==> src/rtl/riscv_pkg.sv <==
// Shared RV32I decode constants: ALU operation codes, major opcodes and
// operand/immediate select types used by the ID/EX issue stage.
package riscv_pkg;

   localparam logic [2:0] ALU_ADD = 3'b000;
   localparam logic [2:0] ALU_SUB = 3'b001;
   localparam logic [2:0] ALU_AND = 3'b010;
   localparam logic [2:0] ALU_OR  = 3'b011;
   localparam logic [2:0] ALU_XOR = 3'b100;
   localparam logic [2:0] ALU_SRL = 3'b101;
   localparam logic [2:0] ALU_SRA = 3'b110;
   localparam logic [2:0] ALU_SLL = 3'b111;

   localparam logic [6:0] OPC_OP     = 7'b0110011;
   localparam logic [6:0] OPC_OPIMM  = 7'b0010011;
   localparam logic [6:0] OPC_LOAD   = 7'b0000011;
   localparam logic [6:0] OPC_STORE  = 7'b0100011;
   localparam logic [6:0] OPC_BRANCH = 7'b1100011;
   localparam logic [6:0] OPC_LUI    = 7'b0110111;
   localparam logic [6:0] OPC_AUIPC  = 7'b0010111;

   localparam logic [6:0] F7_STD = 7'b0000000;
   localparam logic [6:0] F7_ALT = 7'b0100000;

   typedef enum logic [1:0] {IMM_I, IMM_S, IMM_U, IMM_SH} imm_type_e;
   typedef enum logic [1:0] {SRCA_RS1, SRCA_ZERO, SRCA_PC} srca_sel_e;
   typedef enum logic [1:0] {SRCB_RS2, SRCB_RS2_SHAMT, SRCB_IMM} srcb_sel_e;

   // Takes the instruction without its opcode field; every remaining bit feeds some format.
   function automatic logic [31:0] imm_gen(input logic [31:7] ins, input imm_type_e t);
      logic [31:0] imm;
      case (t)
         IMM_I:   imm = {{20{ins[31]}}, ins[31:20]};
         IMM_S:   imm = {{20{ins[31]}}, ins[31:25], ins[11:7]};
         IMM_U:   imm = {ins[31:12], 12'b0};
         IMM_SH:  imm = {27'b0, ins[24:20]};
         default: imm = 32'b0;
      endcase
      return imm;
   endfunction

endpackage

==> src/rtl/alu_decoder.sv <==
// Combinational RV32I decode into ALU operation, operand selects, immediate,
// write-back enable and illegal flag.
module alu_decoder
   import riscv_pkg::*;
(
   input  logic [31:0] instr,
   output logic [2:0]  alu_ctrl,
   output srca_sel_e   srca_sel,
   output srcb_sel_e   srcb_sel,
   output logic [31:0] imm,
   output logic        reg_write,
   output logic        illegal
);

   logic [6:0] opcode;
   logic [2:0] funct3;
   logic [6:0] funct7;
   logic       alt;
   logic       std;
   logic       writes;
   imm_type_e  imm_type;

   assign opcode = instr[6:0];
   assign funct3 = instr[14:12];
   assign funct7 = instr[31:25];
   assign alt    = (funct7 == F7_ALT);
   assign std    = (funct7 == F7_STD);

   always_comb begin
      alu_ctrl = ALU_ADD;
      srca_sel = SRCA_RS1;
      srcb_sel = SRCB_RS2;
      imm_type = IMM_I;
      writes   = 1'b0;
      illegal  = 1'b0;
      case (opcode)
         OPC_OP: begin
            writes = 1'b1;
            if (!(std || alt)) illegal = 1'b1;
            else begin
               case (funct3)
                  3'b000: alu_ctrl = alt ? ALU_SUB : ALU_ADD;
                  3'b001: begin alu_ctrl = ALU_SLL; srcb_sel = SRCB_RS2_SHAMT; illegal = alt; end
                  3'b100: begin alu_ctrl = ALU_XOR; illegal = alt; end
                  3'b101: begin alu_ctrl = alt ? ALU_SRA : ALU_SRL; srcb_sel = SRCB_RS2_SHAMT; end
                  3'b110: begin alu_ctrl = ALU_OR;  illegal = alt; end
                  3'b111: begin alu_ctrl = ALU_AND; illegal = alt; end
                  default: illegal = 1'b1;
               endcase
            end
         end
         OPC_OPIMM: begin
            writes   = 1'b1;
            srcb_sel = SRCB_IMM;
            case (funct3)
               3'b000: alu_ctrl = ALU_ADD;
               3'b001: begin alu_ctrl = ALU_SLL; imm_type = IMM_SH; illegal = !std; end
               3'b100: alu_ctrl = ALU_XOR;
               3'b101: begin
                  alu_ctrl = alt ? ALU_SRA : ALU_SRL;
                  imm_type = IMM_SH;
                  illegal  = !(std || alt);
               end
               3'b110: alu_ctrl = ALU_OR;
               3'b111: alu_ctrl = ALU_AND;
               default: illegal = 1'b1;
            endcase
         end
         OPC_LOAD:   begin writes = 1'b1; srcb_sel = SRCB_IMM; end
         OPC_STORE:  begin srcb_sel = SRCB_IMM; imm_type = IMM_S; end
         OPC_BRANCH: alu_ctrl = ALU_SUB;
         OPC_LUI: begin
            writes = 1'b1; srca_sel = SRCA_ZERO; srcb_sel = SRCB_IMM; imm_type = IMM_U;
         end
         OPC_AUIPC: begin
            writes = 1'b1; srca_sel = SRCA_PC; srcb_sel = SRCB_IMM; imm_type = IMM_U;
         end
         default: illegal = 1'b1;
      endcase
      // Unsupported encodings issue as a harmless non-writing ADD.
      if (illegal) alu_ctrl = ALU_ADD;
   end

   assign imm       = imm_gen(instr[31:7], imm_type);
   assign reg_write = writes && !illegal && (instr[11:7] != 5'd0);

endmodule

==> src/rtl/alu_issue_stage.sv <==
// ID/EX pipeline register: decodes the instruction, selects ALU operands and
// registers them with stall/flush control and an issued-instruction counter.
module alu_issue_stage
   import riscv_pkg::*;
#(
   parameter int XLEN  = 32,
   parameter int CNT_W = 32
) (
   input  logic             clk,
   input  logic             rst_n,
   input  logic             in_valid,
   output logic             in_ready,
   input  logic [31:0]      instr,
   input  logic [XLEN-1:0]  pc,
   input  logic [XLEN-1:0]  rs1_data,
   input  logic [XLEN-1:0]  rs2_data,
   input  logic             stall,
   input  logic             flush,
   output logic [XLEN-1:0]  SrcA,
   output logic [XLEN-1:0]  SrcB,
   output logic [2:0]       ALUControl,
   output logic [4:0]       rd,
   output logic             reg_write,
   output logic             out_valid,
   output logic             illegal,
   output logic [CNT_W-1:0] issue_count
);

   logic [2:0]      dec_alu;
   srca_sel_e       dec_srca_sel;
   srcb_sel_e       dec_srcb_sel;
   logic [31:0]     dec_imm;
   logic            dec_reg_write;
   logic            dec_illegal;
   logic [XLEN-1:0] srca_next;
   logic [XLEN-1:0] srcb_next;

   alu_decoder u_dec (
      .instr     (instr),
      .alu_ctrl  (dec_alu),
      .srca_sel  (dec_srca_sel),
      .srcb_sel  (dec_srcb_sel),
      .imm       (dec_imm),
      .reg_write (dec_reg_write),
      .illegal   (dec_illegal)
   );

   assign in_ready = !stall;

   always_comb begin
      srca_next = rs1_data;
      case (dec_srca_sel)
         SRCA_ZERO: srca_next = '0;
         SRCA_PC:   srca_next = pc;
         default:   srca_next = rs1_data;
      endcase
   end

   always_comb begin
      srcb_next = rs2_data;
      case (dec_srcb_sel)
         SRCB_RS2_SHAMT: srcb_next = {27'b0, rs2_data[4:0]};
         SRCB_IMM:       srcb_next = dec_imm;
         default:        srcb_next = rs2_data;
      endcase
   end

   always_ff @(posedge clk or negedge rst_n) begin
      if (!rst_n) begin
         SrcA        <= '0;
         SrcB        <= '0;
         ALUControl  <= '0;
         rd          <= '0;
         reg_write   <= 1'b0;
         out_valid   <= 1'b0;
         illegal     <= 1'b0;
         issue_count <= '0;
      end else if (flush) begin
         // Kill only the control bits; the payload is don't-care and just holds.
         out_valid <= 1'b0;
         reg_write <= 1'b0;
         illegal   <= 1'b0;
      end else if (!stall) begin
         out_valid  <= in_valid;
         SrcA       <= srca_next;
         SrcB       <= srcb_next;
         ALUControl <= dec_alu;
         rd         <= instr[11:7];
         reg_write  <= in_valid && dec_reg_write;
         illegal    <= in_valid && dec_illegal;
         if (in_valid) issue_count <= issue_count + CNT_W'(1);
      end
   end

endmodule

==> config.mk <==
export PLATFORM = sky130hd
export DESIGN_NAME = alu_issue_stage
export DESIGN_NICKNAME = d
export VERILOG_FILES = /design/src/rtl/riscv_pkg.sv /design/src/rtl/alu_decoder.sv /design/src/rtl/alu_issue_stage.sv
export SDC_FILE = /design/constraint.sdc
export NUM_CORES = 1
export LEC_CHECK = 0
export ABC_AREA = 1
export BUFFER_PORTS_ARGS = -buffer_cell sky130_fd_sc_hd__buf_2
export CAP_MARGIN = 20
export CORE_UTILIZATION = 47
export DETAILED_ROUTE_END_ITERATION = 8
export GPL_TIMING_DRIVEN = 1
export PLACE_DENSITY = 0.87
export SLEW_MARGIN = 10
export SYNTH_ARGS = -nofsm -noshare
export SYNTH_HDL_FRONTEND = slang
export SYNTH_SLANG_ARGS = --single-unit
==> constraint.sdc <==
create_clock -name clk -period 3.4 [get_ports clk]
set_clock_uncertainty 0.2 [all_clocks]
set_input_delay 0.68 -clock clk [delete_from_list [all_inputs] [get_ports clk]]
set_output_delay 0.68 -clock clk [all_outputs]
set_load 0.01 [all_outputs]
==> flow_summary.json <==
{
  "grt-ovfl-total": 0,
  "area_delta_synth_final_pct": 28.7,
  "firstDrtPassIters": 6,
  "setup_viol": 0,
  "switching_share": 0.286,
  "cts_hold_buf": 0,
  "period_minus_slack_ns": 2.54,
  "slew_viol_final": 0,
  "min_path_type": "input pin to async pin",
  "row_count": 40,
  "fillers": 1089,
  "yosysWarnings": 0,
  "worst-path-max-fanout": 19,
  "clk_pin_slew_ns": 0.07,
  "port_buffers": 240,
  "cts_buffer_depth": 2,
  "antenna_found_initial": 0,
  "cts_htree_levels": 3,
  "die_area_sq_um": 12700,
  "dp_slack_ns": 0.495,
  "finalHoldViolations": 0,
  "power_density_nw_per_um2": 431,
  "core_area_sq_um": 12000,
  "syn_area_per_cell_sq_um": 7.45,
  "r2r-start": "issue_count[2]$_DFFE_PN0P_",
  "yosysSeqAreaShare": 0.464,
  "r2r-end": "issue_count[27]$_DFFE_PN0P_",
  "drt_wl_total_mm": 15.7,
  "status": "finished clean",
  "p_clk_frac": 0.334,
  "criticalPathCategory": "input pin to register",
  "seq_area_sq_um": 2680,
  "fin_ws_ns": 0.862,
  "antenna_left": 0,
  "hpwl_mm": 12.1,
  "final_common_cell": "nand2_1",
  "p_switching_mw": 0.917,
  "intPower_mw": 2.29,
  "combPwrFrac": 0.192,
  "grt_pass1_wl_mm": 25.6,
  "drv_cap": 0,
  "cts.sinks": 107,
  "timing.final.crit_share": 0.746,
  "syn-num-nets": 913,
  "ys_seq_elements": 107,
  "wl_per_cell_microns": 13.6,
  "startpoint_type": "input pin",
  "layout_common_cells": "244 x nand2_1, 239 x buf_2, 142 x nor2_1",
  "drc": 0,
  "grt_pass1_vias": 5468,
  "multi_input_area_sq_um": 2780,
  "clock_latency_ns": 0.36,
  "ir_drop_v": 0.000357,
  "cts_tree": "done",
  "hold_slack_ns": 0.0365,
  "p_leak_nw": 4.01,
  "p_seq_frac": 0.474,
  "numCtsBuffers": 9,
  "cts_resized": 0,
  "diodes": 0,
  "cts_setup_buffers": 0,
  "rsz0062_at_grt": "false",
  "synthArstFlopShare": 1.00,
  "max_freq_mhz": 394,
  "reg2reg_slack_ns": 1.56,
  "grt_usage": 0.256,
  "relSlewSlack": 0.516,
  "num_vias": 5846,
  "finalNetCount": 1145,
  "die_h_microns": 113,
  "reg2reg_depth": 9,
  "worst_slew_pin_slew_ns": 0.725,
  "synth_edf_count": 0,
  "drive_gt1_frac": 0.281,
  "syn_inst": 775,
  "cp.arrival_ns": 2.59,
  "tns_ns": 0,
  "via_per_inst": 5.05,
  "totalPowerFinal_mw": 3.20,
  "drt-initial-drc-count": 416,
  "start_util": 0.481,
  "crit_required_ns": 3.45,
  "end_kind": "register",
  "ys_types": 35,
  "fp.dieW_microns": 113,
  "io_pins": 241,
  "place.gp.congestion": 0.887,
  "synth-main-ff-cell": "dfrtp_1",
  "cts_root_buf": "clkbuf_16",
  "netlist_area_sq_um": 5780,
  "grt_max_degree": 68
}
==> registers in the layout (all words and copies together), names as in the netlist <==
name,flops
reg_write,1
rd,5
illegal,1
ALUControl,3
SrcA,32
out_valid,1
issue_count,32
SrcB,32
==> Yosys cell counts, types with 2 or more instances <==
cell / number / area, sq um
nand2_1: 244 / 916
nor2_1: 143 / 537
dfrtp_1: 107 / 2680
inv_1: 50 / 188
o21ai_0: 44 / 220
a22oi_1: 32 / 240
nand3_1: 32 / 160
clkbuf_1: 21 / 78.8
xor2_1: 19 / 166
a21oi_1: 11 / 55.1
nor3_1: 10 / 50.1
xnor2_1: 10 / 87.6
nand4_1: 8 / 50.1
a31oi_1: 7 / 43.8
ha_1: 5 / 62.6
buf_1: 3 / 11.3
buf_2: 3 / 15.0
nand2_4: 3 / 33.8
inv_2: 2 / 7.51
nand2_2: 2 / 12.5
nand3_2: 2 / 20.0
nor2_2: 2 / 12.5
nor2_4: 2 / 22.5
o22a_1: 2 / 17.5
==> metrics by stage <==
| stage | instances | utilization | cell area (sq um) |
|---|---|---|---|
| detailed placement | 1143 | 0.594 | 7130 |
| global placement | 1143 | 0.594 | 7130 |
| global route | 1158 | 0.619 | 7430 |
| CTS | 1158 | 0.619 | 7430 |
| floorplan | 775 | - | 5780 |
| finish | 1158 | 0.619 | 7430 |
==> area by class of cell <==
| type | instances | area share |
|---|---|---|
| Clock buffer | 11 | 0.0340 |
| Multi-Input combinational cell | 586 | 0.374 |
| Timing Repair Buffer | 249 | 0.173 |
| Clock inverter | 4 | 0.00656 |
| Sequential cell | 107 | 0.360 |
| Inverter | 54 | 0.0276 |
| Tap cell | 147 | 0.0247 |
==> routing by layer <==
| layer | vias to the layer above | share of wire | global-route usage |
|---|---|---|---|
| met1 | 2623 | 0.41 | 0.301 |
| met4 | 0 | 0.022 | 0.0781 |
| met2 | 259 | 0.48 | 0.447 |
| li1 | 2937 | - | - |
| met3 | 27 | 0.087 | 0.0809 |
| met5 | - | 0 | 0 |
==> cell families after synthesis <==
family | Yosys count | share of synthesized area
simple gates | 452 | 0.322
flops | 107 | 0.464
compound gates | 100 | 0.105
buf+inv | 82 | 0.0550
xor+xnor | 29 | 0.0440
fa+ha+maj | 5 | 0.0108
==> power groups by stage <==
stage               registers [mW]  logic [mW]  clock network, mW
floorplan                     1.60       0.230                  0
global placement              1.54       0.605                  0
CTS                           1.52       0.622               1.10
global route                  1.54       0.692               1.15
detailed placement            1.54       0.620                  0
finish                        1.52       0.615               1.07
==> worst max-delay path by stage <==
stage                           endpoint      from  depth (start not counted)  slack, ns
CTS                 SrcB[14]$_DFFE_PN0P_  instr[6]                         19       0.87
global placement    SrcB[22]$_DFFE_PN0P_  instr[0]                         18       0.56
global route        SrcB[24]$_DFFE_PN0P_  instr[6]                         17       0.59
floorplan           SrcB[28]$_DFFE_PN0P_  instr[6]                         15       0.79
finish              SrcB[14]$_DFFE_PN0P_  instr[6]                         19       0.86
detailed placement  SrcB[14]$_DFFE_PN0P_  instr[6]                         19       0.50
==> worst max-delay path, cell delays in order <==
cell     delay, ns
buf_2         0.11
inv_2         0.07
nand2_1       0.09
nor2_2        0.16
nand2_1       0.13
nand2_1       0.10
nor2_1        0.05
nand3_1       0.09
inv_1         0.06
ha_1          0.30
inv_1         0.05
nand2_1       0.08
nor2_1        0.06
nand2_1       0.06
nand2_1       0.10
inv_4         0.20
nand2_1       0.08
nor2_1        0.09
nor2_1        0.04
Note: power is estimated with default switching activity, not from simulation.
